[src/rtl/cpu_dbg_pkg.sv]
// Shared types and constants for the CPU register snapshot debug port.
// Optional feature macro: REG_SNAPSHOT_CHECKSUM_EN (appends the CHK byte).
package cpu_dbg_pkg;

    typedef enum logic {
        StIdle,
        StSend
    } snap_state_e;

    // Frame byte positions
    localparam logic [3:0] IDX_HDR = 4'd0;
    localparam logic [3:0] IDX_PCH = 4'd1;
    localparam logic [3:0] IDX_PCL = 4'd2;
    localparam logic [3:0] IDX_A   = 4'd3;
    localparam logic [3:0] IDX_X   = 4'd4;
    localparam logic [3:0] IDX_Y   = 4'd5;
    localparam logic [3:0] IDX_S   = 4'd6;
    localparam logic [3:0] IDX_P   = 4'd7;
    localparam logic [3:0] IDX_CHK = 4'd8;

`ifdef REG_SNAPSHOT_CHECKSUM_EN
    localparam int unsigned FRAME_LEN = 9;
`else
    localparam int unsigned FRAME_LEN = 8;
`endif

    localparam logic [3:0] IDX_LAST = 4'(FRAME_LEN - 1);

endpackage

[src/rtl/frame_byte_mux.sv]
// Combinational frame byte selection from the frozen snapshot.
// Optional feature macro: REG_SNAPSHOT_CHECKSUM_EN (adds the CHK byte).
module frame_byte_mux
    import cpu_dbg_pkg::*;
(
    input  logic [7:0]  i_header,
    input  logic [15:0] i_pc,
    input  logic [7:0]  i_a,
    input  logic [7:0]  i_x,
    input  logic [7:0]  i_y,
    input  logic [7:0]  i_s,
    input  logic [7:0]  i_p,
    input  logic [3:0]  i_idx,
    output logic [7:0]  o_byte
);

`ifdef REG_SNAPSHOT_CHECKSUM_EN
    logic [7:0] w_chk;

    // Checksum covers PC through P; the header is excluded
    always_comb begin
        w_chk = i_pc[15:8] ^ i_pc[7:0] ^ i_a ^ i_x ^ i_y ^ i_s ^ i_p;
    end
`endif

    // Select the byte at the current frame index
    always_comb begin
        o_byte = 8'h00;
        unique case (i_idx)
            IDX_HDR: o_byte = i_header;
            IDX_PCH: o_byte = i_pc[15:8];
            IDX_PCL: o_byte = i_pc[7:0];
            IDX_A:   o_byte = i_a;
            IDX_X:   o_byte = i_x;
            IDX_Y:   o_byte = i_y;
            IDX_S:   o_byte = i_s;
            IDX_P:   o_byte = i_p;
`ifdef REG_SNAPSHOT_CHECKSUM_EN
            IDX_CHK: o_byte = w_chk;
`endif
            default: o_byte = 8'h00;
        endcase
    end

endmodule

[src/rtl/reg_snapshot_reader.sv]
// Read-only debug port: captures A/X/Y/S/P/PC on request and streams them
// as a byte frame over a valid/ready interface.
// Optional feature macro: REG_SNAPSHOT_CHECKSUM_EN (9-byte frame with CHK).
module reg_snapshot_reader
    import cpu_dbg_pkg::*;
#(
    parameter logic [7:0] HEADER = 8'hA5
) (
    input  logic        i_clk,
    input  logic        i_rst,
    input  logic        i_req,
    input  logic [7:0]  i_a_in,
    input  logic [7:0]  i_x_in,
    input  logic [7:0]  i_y_in,
    input  logic [7:0]  i_s_in,
    input  logic [7:0]  i_p_in,
    input  logic [15:0] i_pc_in,
    output logic [7:0]  o_byte_data,
    output logic        o_byte_valid,
    input  logic        i_byte_ready,
    output logic        o_busy,
    output logic        o_frame_done
);

    snap_state_e r_state;
    snap_state_e w_state_d;
    logic [3:0]  r_idx;
    logic [3:0]  w_idx_d;
    logic        r_done;
    logic        w_done_d;
    logic        w_capture;
    logic [7:0]  w_mux_byte;

    logic [7:0]  r_a;
    logic [7:0]  r_x;
    logic [7:0]  r_y;
    logic [7:0]  r_s;
    logic [7:0]  r_p;
    logic [15:0] r_pc;

    // State, index and done-pulse registers
    always_ff @(posedge i_clk) begin
        if (i_rst) begin
            r_state <= StIdle;
            r_idx   <= 4'd0;
            r_done  <= 1'b0;
        end else begin
            r_state <= w_state_d;
            r_idx   <= w_idx_d;
            r_done  <= w_done_d;
        end
    end

    // Snapshot is taken once at the request edge and held for the whole frame
    always_ff @(posedge i_clk) begin
        if (i_rst) begin
            r_a  <= 8'h00;
            r_x  <= 8'h00;
            r_y  <= 8'h00;
            r_s  <= 8'h00;
            r_p  <= 8'h00;
            r_pc <= 16'h0000;
        end else if (w_capture) begin
            r_a  <= i_a_in;
            r_x  <= i_x_in;
            r_y  <= i_y_in;
            r_s  <= i_s_in;
            r_p  <= i_p_in;
            r_pc <= i_pc_in;
        end
    end

    // Next-state, index advance and handshake outputs
    always_comb begin
        w_state_d    = r_state;
        w_idx_d      = r_idx;
        w_done_d     = 1'b0;
        w_capture    = 1'b0;
        o_byte_valid = 1'b0;
        o_busy       = 1'b0;
        o_byte_data  = 8'h00;
        unique case (r_state)
            StIdle: begin
                if (i_req) begin
                    w_state_d = StSend;
                    w_idx_d   = IDX_HDR;
                    w_capture = 1'b1;
                end
            end
            StSend: begin
                o_byte_valid = 1'b1;
                o_busy       = 1'b1;
                o_byte_data  = w_mux_byte;
                if (i_byte_ready) begin
                    if (r_idx == IDX_LAST) begin
                        w_state_d = StIdle;
                        w_done_d  = 1'b1;
                    end else begin
                        w_idx_d = r_idx + 4'd1;
                    end
                end
            end
            default: w_state_d = StIdle;
        endcase
    end

    assign o_frame_done = r_done;

    frame_byte_mux u_frame_byte_mux (
        .i_header (HEADER),
        .i_pc     (r_pc),
        .i_a      (r_a),
        .i_x      (r_x),
        .i_y      (r_y),
        .i_s      (r_s),
        .i_p      (r_p),
        .i_idx    (r_idx),
        .o_byte   (w_mux_byte)
    );

endmodule

[config.mk]
export PLATFORM = sky130hd
export DESIGN_NAME = reg_snapshot_reader
export DESIGN_NICKNAME = d
export VERILOG_FILES = /design/src/rtl/cpu_dbg_pkg.sv /design/src/rtl/frame_byte_mux.sv /design/src/rtl/reg_snapshot_reader.sv
export SDC_FILE = /design/constraint.sdc
export NUM_CORES = 1
export LEC_CHECK = 0
export BUFFER_PORTS_ARGS = -buffer_cell sky130_fd_sc_hd__buf_4
export CAP_MARGIN = 0
export CORE_ASPECT_RATIO = 0.7
export CORE_MARGIN = 4
export CORE_UTILIZATION = 35
export CTS_CLUSTER_DIAMETER = 60
export CTS_CLUSTER_SIZE = 20
export DETAILED_ROUTE_END_ITERATION = 8
export HOLD_SLACK_MARGIN = 0.12
export PLACE_DENSITY = 0.57
export REMOVE_ABC_BUFFERS = 1
export SETUP_SLACK_MARGIN = 0.1
export SYNTH_ARGS = -nofsm -noshare
export SYNTH_HDL_FRONTEND = slang
export SYNTH_SLANG_ARGS = --single-unit
[constraint.sdc]
create_clock -name i_clk -period 1.9 [get_ports i_clk]
set_input_delay 0.095 -clock i_clk [delete_from_list [all_inputs] [get_ports i_clk]]
set_output_delay 0.095 -clock i_clk [all_outputs]
set_load 0.005 [all_outputs]
# After elaboration in Yosys (flattened, before gate mapping)
# Index checks and enable logic that the tools add are counted.
# W data, S select, Z words.
dict set report word_totals {
  inputBits 60
  output_inout_bits 11
  regBits 62
}
dict set report classes {
  n_addsub 1
  eq_ne 10
  bitwise 2
  reduce_logical 3
  muxes 13
}
# cell n
set ops {}
lappend ops {{$pmux W8 S8} 1}
lappend ops {{$eq A4 B3 Y1 const B} 4}
lappend ops {{$mux W4} 3}
lappend ops {{$eq A4 B2 Y1 const B} 2}
lappend ops {{$mux W8} 1}
lappend ops {{$pmux W4 S2} 1}
lappend ops {{$mux W1} 6}
lappend ops {{$ne A2 B2 Y1 const B} 3}
lappend ops {{$add A4 B1 Y4 const B} 1}
lappend ops {{$eq A4 B1 Y1 const B} 1}
lappend ops {{$logic_not A4 Y1} 1}
lappend ops {{$reduce_and A3 Y1} 1}
lappend ops {{$reduce_or A3 Y1} 1}
lappend ops {{$not A1 Y1} 2}
lappend ops {{$pmux W1 S2} 1}

# Depth between registers and ports, before layout
# Gate-level depths: netlist (run 1).
dict set report logic_depth {
  ltp_word 4
  ltp_mapped 7
  mapped_depth_nobuf 6
}

# By module
# From an unflattened synthesis (run 1), not the netlist that was laid out.
dict set report unflattened {
  cells_unflattened 387
  area_unflattened_um2 2992.9
}
# mod n_inst cells_per_inst area_each_um2 seq_area_each_um2
set by_module_without_submodules {}
lappend by_module_without_submodules {reg_snapshot_reader 1 288 2253.4 1241.2}
lappend by_module_without_submodules {frame_byte_mux 1 99 739.5 0.0}

# Least setup slack after synthesis (run 1)
# Ideal clock, no wire load.
dict set report synth_timing {
  path_type {register to output}
  from {register r_idx[0]}
  to {output o_byte_data[1]}
  arrival_ns 1.413
  path_stages_with_launch 6
  path_slack_ns 0.392
  cell_sequence {dfxtp_1 > inv_1 > ha_1 > or4_4 > nand3b_4 > nor2_1}
}
dict set report synth_via {
  elab_chain_cells 3
  word_cells_on_any_way 10
}
# item line_no
set synth_rtl {}
lappend synth_rtl {{start, declared} reg_snapshot_reader.sv:27} ;# logic [3:0] r_idx;
lappend synth_rtl {{start signal, assigned} reg_snapshot_reader.sv:49} ;# r_idx <= w_idx_d;
lappend synth_rtl {{$eq A4 B3 Y1 (tied with other cells)} frame_byte_mux.sv:29} ;# unique case (i_idx)
lappend synth_rtl {{$pmux W8 S8 *} frame_byte_mux.sv:29}
lappend synth_rtl {{$mux W8 *} reg_snapshot_reader.sv:82} ;# unique case (r_state)
lappend synth_rtl {{end, declared} reg_snapshot_reader.sv:18} ;# output logic [7:0] o_byte_data,
# Every way passes the cells marked *; elsewhere a longest branch is shown, timed or not.

# Final worst setup path (run 1)
dict set report layout_timing {
  from {register r_idx[0]}
  to {output o_byte_data[7]}
}
# The elaborated chain is that of the path after synthesis.

==> flow_summary.json, run 1 <==
{
  "outcome": "finished, violations left",
  "violations": "negative setup slack",
  "arrival_ns": 1.89,
  "grt_max_degree": 58,
  "critPathMaxFanout": 8,
  "mappedNetlistArea_um2": 2754,
  "totalWireLength_um": 7857,
  "worst_pin_slew_ns": 0.6469,
  "skew_ns": 0.005195,
  "cap_violations": 0,
  "fin_ws_ns": -0.08415,
  "post-route-drc-count": 0,
  "grt_use_total_pct": 17.33,
  "die-area_um2": 9374,
  "period_needed_ns": 1.984,
  "yosysSeqAreaShare_pct": 45.07,
  "std_cell_rows": 26,
  "grt_pass1_vias": 2759,
  "cp-end-kind": "output port",
  "chipHeight_um": 82.22,
  "clk_latency_ns": 0.31,
  "hp-class": "in -> reg",
  "start_util_pct": 36.81,
  "cp_data_required_time_ns": 1.80,
  "relSlewSlack_pct": 56.87,
  "max_stage_delay_ns": 0.52,
  "cts_buffer_depth": 2,
  "swShare_pct": 21.83,
  "h-tree-depth": 3,
  "rsz0062_at_grt": "true",
  "postRouteAntennaNets": 0,
  "portBuffers": 70,
  "crit_family": "simple AND/OR/NAND/NOR gates",
  "top_level_ports": 71,
  "overflow": 0,
  "clockPowerShare_pct": 47.7,
  "intPower_w": 0.002848,
  "fin_cells": 568,
  "vias": 2796,
  "cts_root_buffer": "clkbuf_16",
  "fin_crit_sh_pct": 104.4,
  "cp_cell_sequence": "buf_6, ha_4, or4_4, nand3b_4, a211oi_2, buf_4",
  "coreArea_um2": 7482,
  "globalplace.congestion": 0.8448,
  "finalPower_w": 0.003643,
  "crit_path_start_kind": "flip-flop",
  "crit_type": "reg -> out",
  "postSynthAreaPerCell_um2": 8.005,
  "synth-seq-cells": 62,
  "power_frac_seq_pct": 38.8,
  "wl_per_cell_um": 13.83,
  "cts_tree": "built",
  "leakagePower_nw": 1.745,
  "p_switching_w": 0.0007950,
  "finalSetupViolCount": 8,
  "dr.pass1.iters": 5,
  "drt_iter0_markers": 166,
  "drv_slew": 0,
  "critPathBufInv": 2,
  "antenna_cells": 0,
  "drt-vias-per-instance": 4.923,
  "die_w_um": 114.0,
  "dp_hpwl_um": 4903,
  "critPathSlowestCell": "or4_4",
  "numCtsBuffers": 9,
  "dp_cells": 494,
  "grt_pass1_wl_um": 12920,
  "clock.fmax_mhz": 504.0,
  "comb_power_share_pct": 13.4,
  "clk_pin_slew_ns": 0.05,
  "powerDensity_nw_per_um2": 819.6,
  "yosys_warnings": 0,
  "cts_sinks": 62,
  "drive_above_1_share_pct": 28.72,
  "syn2layout_area_growth_pct": 61.38,
  "antenna_found_initial": 0,
  "syn_inst": 344,
  "hold_viol_final": 0,
  "synth.distinct_cells": 36,
  "nets": 530,
  "peakVddDrop_v": 0.0004750
}
-- cell families (layout without fill, tap and decap cells) --
group / after synthesis / after routing / synth area share, %
adder cells (fa/ha/maj): 4 / 4 / 1.817
AND/OR/NAND/NOR: 148 / 148 / 23.04
XOR/XNOR: 1 / 1 / 0.3181
AO/OA/AOI/OAI: 94 / 94 / 21.54
buffers and inverters: 32 / 158 / 7.088
flip-flops: 62 / 62 / 45.07
multiplexers: 3 / 3 / 1.136
-- metrics by stage --
step                      worst slack [ns]  hold slack (ns)  TNS [ns]  area, µm²  util, %
after global placement              0.1076           0.3438         0       3321    44.38
after floorplan                    -0.1472           0.1641    -6.123       2566        -
after CTS                          -0.1141           0.2454   -0.7595       4363    58.31
after global routing               -0.1389           0.2652    -1.047       4444    59.40
final                             -0.08415           0.2435   -0.5804       4444    59.40
after detailed placement           0.04450           0.3498         0       3321    44.38
-- placed cells by master, fill, tap and decap left out, types with 4 or more instances in the layout --
cell	synthesis	routed
buf_4	8	79
nor2_1	8	4
nor2_2	0	4
a211oi_2	0	4
clkbuf_16	0	9
nand2_1	116	116
a2111oi_4	0	4
a21oi_1	61	61
nand3_1	4	4
a221oi_2	0	4
dfxtp_1	62	60
a22oi_1	6	6
a22o_2	5	5
dlygate4sd3_1	0	58
-- path summary, 6_finish.rpt --
| path | from | endpoint | slack, ns | cells after the start |
|---|---|---|---|---|
| setup / recovery | r_idx[0]$_SDFFE_PP0P_ | o_byte_data[7] | -0.08 | 6 |
| hold / removal | i_rst | r_x[7]$_SDFFE_PP0P_ | 0.24 | 2 |
| setup reg to reg | r_idx[2]$_SDFFE_PP0P_ | r_idx[3]$_SDFFE_PP0P_ | 0.45 | 5 |
| hold reg to reg | r_pc[3]$_SDFFE_PP0P_ | r_pc[3]$_SDFFE_PP0P_ | 0.45 | 2 |
-- registers in the layout, indices dropped and copies added (netlist names) --
signal / count
r_p: 8
r_idx: 4
r_state: 1
r_y: 8
o_frame_done: 1
r_x: 8
r_s: 8
r_a: 8
r_pc: 16
-- power by group through the flow --
stage,Combinational [W],Clock [W],Sequential [W]
floorplan,0.000161,0,0.00143
global placement,0.000354,0,0.00143
detailed placement,0.000360,0,0.00144
CTS,0.000477,0.00178,0.00141
global route,0.000542,0.00184,0.00142
finish,0.000489,0.00174,0.00141
-- worst register-to-register path: cells and delay by family (launching register included) --
| family | cells | cell delay (ns) |
|---|---|---|
| compound gates | 1 | 0.12 |
| xor+xnor | 1 | 0.16 |
| buf+inv | 1 | 0.29 |
| flops | 1 | 0.50 |
| simple gates | 2 | 0.32 |
-- layout make-up --
| cell class | count | area [µm²] |
|---|---|---|
| Fill cell | 658 | 3038 |
| Multi-Input combinational cell | 250 | 1509 |
| Sequential cell | 62 | 1249 |
| Timing Repair Buffer | 141 | 1231 |
| Clock buffer | 11 | 252.7 |
| Tap cell | 98 | 122.6 |
| Clock inverter | 4 | 70.07 |
| Inverter | 2 | 10.01 |
-- per-layer routing --
layer	global-route usage, %	routed length [µm]
met4	3.559	40
met3	4.953	490
met2	29.73	3668
met5	0	0
met1	21.98	3657
-- what timing repair did --
action	4_1_cts	5_1_grt
endpoints found under the hold margin	61	0
setup endpoints to repair	8	15
hold buffers	58	0
pin swaps	4	6
gates cloned	0	0
buffers inserted	1	0
resized for setup	32	11
-- synth_stat cells --
cell | number | area (µm²)
a211oi_1 | 5 | 37.54
nor3_1 | 2 | 10.01
dfxtp_1 | 62 | 1241
a2111oi_0 | 2 | 17.52
and3_1 | 2 | 12.51
xor2_1 | 1 | 8.760
nand2b_1 | 3 | 18.77
ha_1 | 4 | 50.05
a2111oi_2 | 2 | 30.03
buf_6 | 4 | 45.04
nor4_1 | 2 | 12.51
mux2_2 | 1 | 11.26
nor2_1 | 8 | 30.03
buf_2 | 8 | 40.04
clkbuf_1 | 8 | 30.03
mux2i_1 | 2 | 20.02
nand3_1 | 4 | 20.02
a221oi_1 | 5 | 43.79
a22o_1 | 3 | 26.28
clkbuf_2 | 1 | 5.000
nor3b_1 | 4 | 30.03
or4_4 | 1 | 11.26
inv_1 | 2 | 7.510
o21ai_1 | 1 | 5.000
buf_4 | 8 | 60.06
a31oi_1 | 2 | 12.51
nand3b_1 | 1 | 7.510
and2b_1 | 1 | 7.510
a22oi_1 | 6 | 45.04
a222oi_1 | 2 | 20.02
clkbuf_4 | 1 | 7.510
a21oi_1 | 61 | 305.3
a22o_2 | 5 | 50.05
nand3b_4 | 1 | 20.02
nand2_1 | 116 | 435.4
nand4_1 | 3 | 18.77
(Power assumes the default switching activity.)
==> inputs of run 2 (changes only) <==
--- a/config.mk
+++ b/config.mk
@@ -10,6 +10,7 @@
 export CORE_ASPECT_RATIO = 0.7
 export CORE_MARGIN = 4
 export CORE_UTILIZATION = 35
+export CTS_BUF_LIST = sky130_fd_sc_hd__clkbuf_16
 export CTS_CLUSTER_DIAMETER = 60
 export CTS_CLUSTER_SIZE = 20
 export DETAILED_ROUTE_END_ITERATION = 8
==> flow_summary.json, run 2 (synthesis results as in run 1) <==
{
  "outcome": "finished, violations left",
  "violations": "negative setup slack",
  "start_util_pct": 36.81,
  "finalSetupViolCount": 8,
  "layout_common_cells": "nand2_1, buf_4, a21oi_1",
  "numCtsBuffers": 9,
  "antenna_cells": 0,
  "coreArea_um2": 7482,
  "leakagePower_nw": 1.734,
  "crit_path_start_kind": "flip-flop",
  "wl_per_cell_um": 13.85,
  "fin_util_pct": 59.13,
  "arrival_ns": 1.89,
  "antenna_found_initial": 0,
  "timing.rr.start": "r_idx[2]$_SDFFE_PP0P_",
  "h-tree-depth": 3,
  "globalplace.congestion": 0.8448,
  "setup_tns_ns": -0.5968,
  "chipHeight_um": 82.22,
  "dp_hpwl_um": 4903,
  "fin_ws_ns": -0.08604,
  "grt_max_degree": 58,
  "drt_iter0_markers": 199,
  "drive_above_1_share_pct": 28.30,
  "critPathMaxFanout": 8,
  "worst_pin_slew_ns": 0.6539,
  "grt_use_total_pct": 17.33,
  "syn2layout_area_growth_pct": 60.65,
  "clk_pin_slew_ns": 0.05,
  "cp_cell_sequence": "buf_6, ha_4, or4_4, nand3b_4, a211oi_2, buf_4",
  "clock.fmax_mhz": 503.5,
  "fin_area_um2": 4424,
  "regToRegSetupSlack_ns": 0.45,
  "cts_root_buffer": "clkbuf_16",
  "critPathSlowestCell": "or4_4",
  "vias": 2804,
  "drv_slew": 0,
  "preCtsSetupSlack_ns": 0.04450,
  "overflow": 0,
  "crit_type": "reg -> out",
  "largest_reg_flops": 16,
  "die_w_um": 114.0,
  "postRouteAntennaNets": 0,
  "r2r_cells": 5,
  "peakVddDrop_v": 0.0004736,
  "totalWireLength_um": 7868,
  "cts_tree": "built",
  "portBuffers": 70,
  "clk_latency_ns": 0.31,
  "dr.pass1.iters": 5,
  "cap_violations": 0,
  "max_stage_delay_ns": 0.53,
  "skew_ns": 0.005256,
  "fin_crit_sh_pct": 104.5,
  "placed_area_um2": 3321,
  "hold_viol_final": 0,
  "drt-vias-per-instance": 4.937,
  "top_register": "r_pc",
  "post-route-drc-count": 0,
  "holdPathEnd": "r_s[7]$_SDFFE_PP0P_",
  "worstHoldPathCells": 2,
  "cp-end-kind": "output port",
  "powerDensity_nw_per_um2": 805.3,
  "die-area_um2": 9374,
  "grt_pass1_vias": 2759,
  "cp_data_required_time_ns": 1.80,
  "period_needed_ns": 1.986,
  "layout_commonest_cell": "nand2_1",
  "relSlewSlack_pct": 56.40,
  "std_cell_rows": 26,
  "hold_start": "i_rst",
  "cts_sinks": 62,
  "grt_pass1_wl_um": 12920,
  "nets": 530,
  "r2r-end": "r_idx[3]$_SDFFE_PP0P_",
  "rsz0062_at_grt": "true",
  "hp-class": "in -> reg",
  "cts_buffer_depth": 2,
  "top_level_ports": 71
}
## run 2: cell count changes in the layout (fill, tap and decap cells not counted)
| cell | delta |
|---|---|
| clkinv_1 | +2 |
| clkbuf_8 | -2 |
## run 2: area by class of cell
| class | count | area, µm² |
|---|---|---|
| multi-input combinational | 250 | 1509 |
| clock inverter | 6 | 77.57 |
| timing repair buffer | 141 | 1231 |
| sequential | 62 | 1249 |
| inverter | 2 | 10.01 |
| clock buffer | 9 | 225.2 |
| fill | 661 | 3058 |
| tap | 98 | 122.6 |
## run 2: power by group
part           total [W]  leakage [nW]  switching [W]  internal [W]
clock network    0.00166         0.150       0.000534       0.00112
logic           0.000490          1.07       0.000219      0.000271
registers        0.00141         0.510      0.0000431       0.00137
## run 2: worst max-delay path by stage
stage | start | to | slack (ns) | cells past startpoint
after global routing | r_idx[0]$_SDFFE_PP0P_ | o_byte_data[7] | -0.14 | 6
after CTS | r_idx[0]$_SDFFE_PP0P_ | o_byte_data[7] | -0.11 | 6
after global placement | r_idx[0]$_SDFFE_PP0P_ | o_byte_data[0] | 0.11 | 6
after floorplan | r_state$_SDFF_PP0_ | r_idx[0]$_SDFFE_PP0P_ | -0.15 | 3
after detailed placement | r_idx[0]$_SDFFE_PP0P_ | o_byte_data[2] | 0.04 | 6
final | r_idx[0]$_SDFFE_PP0P_ | o_byte_data[7] | -0.09 | 6
## run 2: stage by stage
stage | cells | total power (W) | hold WS (ns)
after global routing | 568 | 0.003718 | 0.2652
final | 568 | 0.003563 | 0.2451
after detailed placement | 494 | 0.001796 | 0.3498
after CTS | 568 | 0.003581 | 0.2454
after global placement | 494 | 0.001789 | 0.3438
after floorplan | 314 | 0.001591 | 0.1641
## run 2: repair_timing
item | CTS | global route
pin swaps | 4 | 6
resized for setup | 32 | 11
hold buffers | 58 | 0
endpoints found under the setup margin | 8 | 15
setup buffers | 1 | 0
endpoints found under the hold margin | 61 | 0
## run 2: critical path: cells and delay by family (launching register included)
kind	cells	cell delay (ns)
buffers and inverters	2	0.27
AOI/OAI and AO/OA	1	0.07
and+or+nand+nor	2	0.73
adders and majority gates	1	0.15
DFF	1	0.36
## run 2: metal layers
| layer | up-vias | global-route usage, % | wire length (µm) |
|---|---|---|---|
| li1 | 1427 | - | - |
| met1 | 1291 | 21.98 | 3735 |
| met2 | 82 | 29.73 | 3636 |
| met3 | 4 | 4.953 | 455 |
| met4 | 0 | 3.559 | 40 |
| met5 | - | 0 | 0 |
==> inputs of run 3 (changes only) <==
--- a/config.mk
+++ b/config.mk
@@ -18,6 +18,7 @@
 export PLACE_DENSITY = 0.57
 export REMOVE_ABC_BUFFERS = 1
 export SETUP_SLACK_MARGIN = 0.1
+export SKIP_CTS_REPAIR_TIMING = 1
 export SYNTH_ARGS = -nofsm -noshare
 export SYNTH_HDL_FRONTEND = slang
 export SYNTH_SLANG_ARGS = --single-unit
==> flow_summary.json, run 3 (synthesis results as in run 1) <==
{
  "outcome": "finished, violations left",
  "violations": "negative setup slack",
  "clockPowerShare_pct": 46.5,
  "drive_above_1_share_pct": 28.54,
  "postRouteAntennaNets": 0,
  "start_util_pct": 36.81,
  "swShare_pct": 22.38,
  "largest_reg_flops": 16,
  "worst_pin_slew_ns": 0.9792,
  "gr-max-usage-layer": "met2",
  "comb_power_share_pct": 13.8,
  "grt_max_degree": 58,
  "cts_tree": "built",
  "p_switching_w": 0.0007978,
  "cp_data_required_time_ns": 1.80,
  "totalWireLength_um": 7916,
  "peakVddDrop_v": 0.0004698,
  "dp_hpwl_um": 4903,
  "drv_slew": 0,
  "syn2layout_area_growth_pct": 62.97,
  "r2r_cells": 3,
  "hold_start": "i_rst",
  "finalSetupViolCount": 8,
  "die_w_um": 114.0,
  "arrival_ns": 1.90,
  "use_met3_pct": 4.953,
  "critPathSlowestCell": "dfxtp_4",
  "grt_pass1_wl_um": 11900,
  "portBuffers": 70,
  "nets": 533,
  "clk_pin_slew_ns": 0.05,
  "cts_root_buffer": "clkbuf_16",
  "relSlewSlack_pct": 34.72,
  "hp-class": "in -> reg",
  "cts_buffer_depth": 2,
  "vias": 2794,
  "globalplace.congestion": 0.8448,
  "hold_viol_final": 0,
  "layout_common_cells": "nand2_1, buf_4, a21oi_1",
  "regToRegSetupSlack_ns": 0.23,
  "coreArea_um2": 7482,
  "crit_type": "reg -> out",
  "leakagePower_nw": 1.754,
  "period_needed_ns": 1.992,
  "crit_family": "compound AO/OA/AOI/OAI gates",
  "worstHoldPathCells": 2,
  "grt_use_met1_pct": 21.23,
  "intPower_w": 0.002767,
  "top_register": "r_pc",
  "cts_sinks": 62,
  "cp_cell_sequence": "ha_2, buf_12, a22o_2, a2111oi_4, a211oi_2, buf_4",
  "holdPathEnd": "r_x[7]$_SDFFE_PP0P_",
  "h-tree-depth": 3,
  "grt_pass1_vias": 2495,
  "drt_iter0_markers": 167,
  "chipHeight_um": 82.22,
  "use_met2_pct": 25.47,
  "critPathBufInv": 2,
  "crit_path_start_kind": "flip-flop",
  "fillers": 651,
  "antenna_found_initial": 0,
  "whs_ns": 0.2416,
  "clock.fmax_mhz": 502.0,
  "powerDensity_nw_per_um2": 794.2,
  "grt_use_total_pct": 15.91,
  "dr.pass1.iters": 4,
  "clk_latency_ns": 0.32,
  "std_cell_rows": 26,
  "drt-vias-per-instance": 4.893,
  "fin_ws_ns": -0.09196,
  "skew_ns": 0.005458,
  "power_frac_seq_pct": 39.7,
  "die-area_um2": 9374,
  "wl_per_cell_um": 13.86,
  "critPathMaxFanout": 10,
  "top_level_ports": 71,
  "fin_crit_sh_pct": 104.8,
  "numCtsBuffers": 9,
  "overflow": 0,
  "layout_commonest_cell": "nand2_1",
  "fin_util_pct": 59.98,
  "post-route-drc-count": 0,
  "r2r-end": "r_pc[8]$_SDFFE_PP0P_",
  "rsz0062_at_grt": "true",
  "cp-end-kind": "output port",
  "timing.rr.start": "r_state$_SDFF_PP0_",
  "max_stage_delay_ns": 0.37,
  "antenna_cells": 0,
  "cap_violations": 0
}
==> run 3: final cells by class <==
type	instances	area, µm²	area share [%]
clock buffer	9	225.2	5.018
clock inverter	6	77.57	1.728
inverter	2	12.51	0.2788
multi-input combinational	250	1523	33.93
sequential	62	1249	27.82
tap	98	122.6	2.732
timing repair buffer	144	1279	28.49
==> run 3: how the worst max path moves through the flow <==
stage                                     start               endpoint  slack (ns)  depth (start not counted)
after floorplan              r_state$_SDFF_PP0_  r_idx[0]$_SDFFE_PP0P_       -0.15                          3
after global placement    r_idx[0]$_SDFFE_PP0P_         o_byte_data[0]        0.11                          6
after detailed placement  r_idx[0]$_SDFFE_PP0P_         o_byte_data[2]        0.04                          6
after CTS                 r_idx[0]$_SDFFE_PP0P_         o_byte_data[2]       -0.30                          6
after global routing      r_idx[0]$_SDFFE_PP0P_         o_byte_data[6]       -0.19                          8
final                     r_idx[0]$_SDFFE_PP0P_         o_byte_data[7]       -0.09                          6
==> run 3: per-stage QoR <==
stage	total power, W	worst slack (ns)	setup TNS [ns]	cells	area (µm²)
final	0.003564	-0.09196	-0.5597	571	4488
after global routing	0.003715	-0.1908	-1.146	571	4488
after CTS	0.003464	-0.3033	-2.236	509	3623
after detailed placement	0.001796	0.04450	0	494	3321
after global placement	0.001789	0.1076	0	494	3321
after floorplan	0.001591	-0.1472	-6.123	314	2566
==> run 3: power groups by stage <==
stage | Sequential, W | Combinational, W | Clock (W)
CTS | 0.00141 | 0.000362 | 0.00169
finish | 0.00142 | 0.000491 | 0.00166
global placement | 0.00143 | 0.000354 | 0
global route | 0.00142 | 0.000544 | 0.00175
detailed placement | 0.00144 | 0.000360 | 0
floorplan | 0.00143 | 0.000161 | 0
==> run 3: routing by layer <==
metal	part of all wire, %	routed length (µm)
met2	46	3671
met3	5.5	438
met5	0	0
met1	48	3774
met4	0.39	31
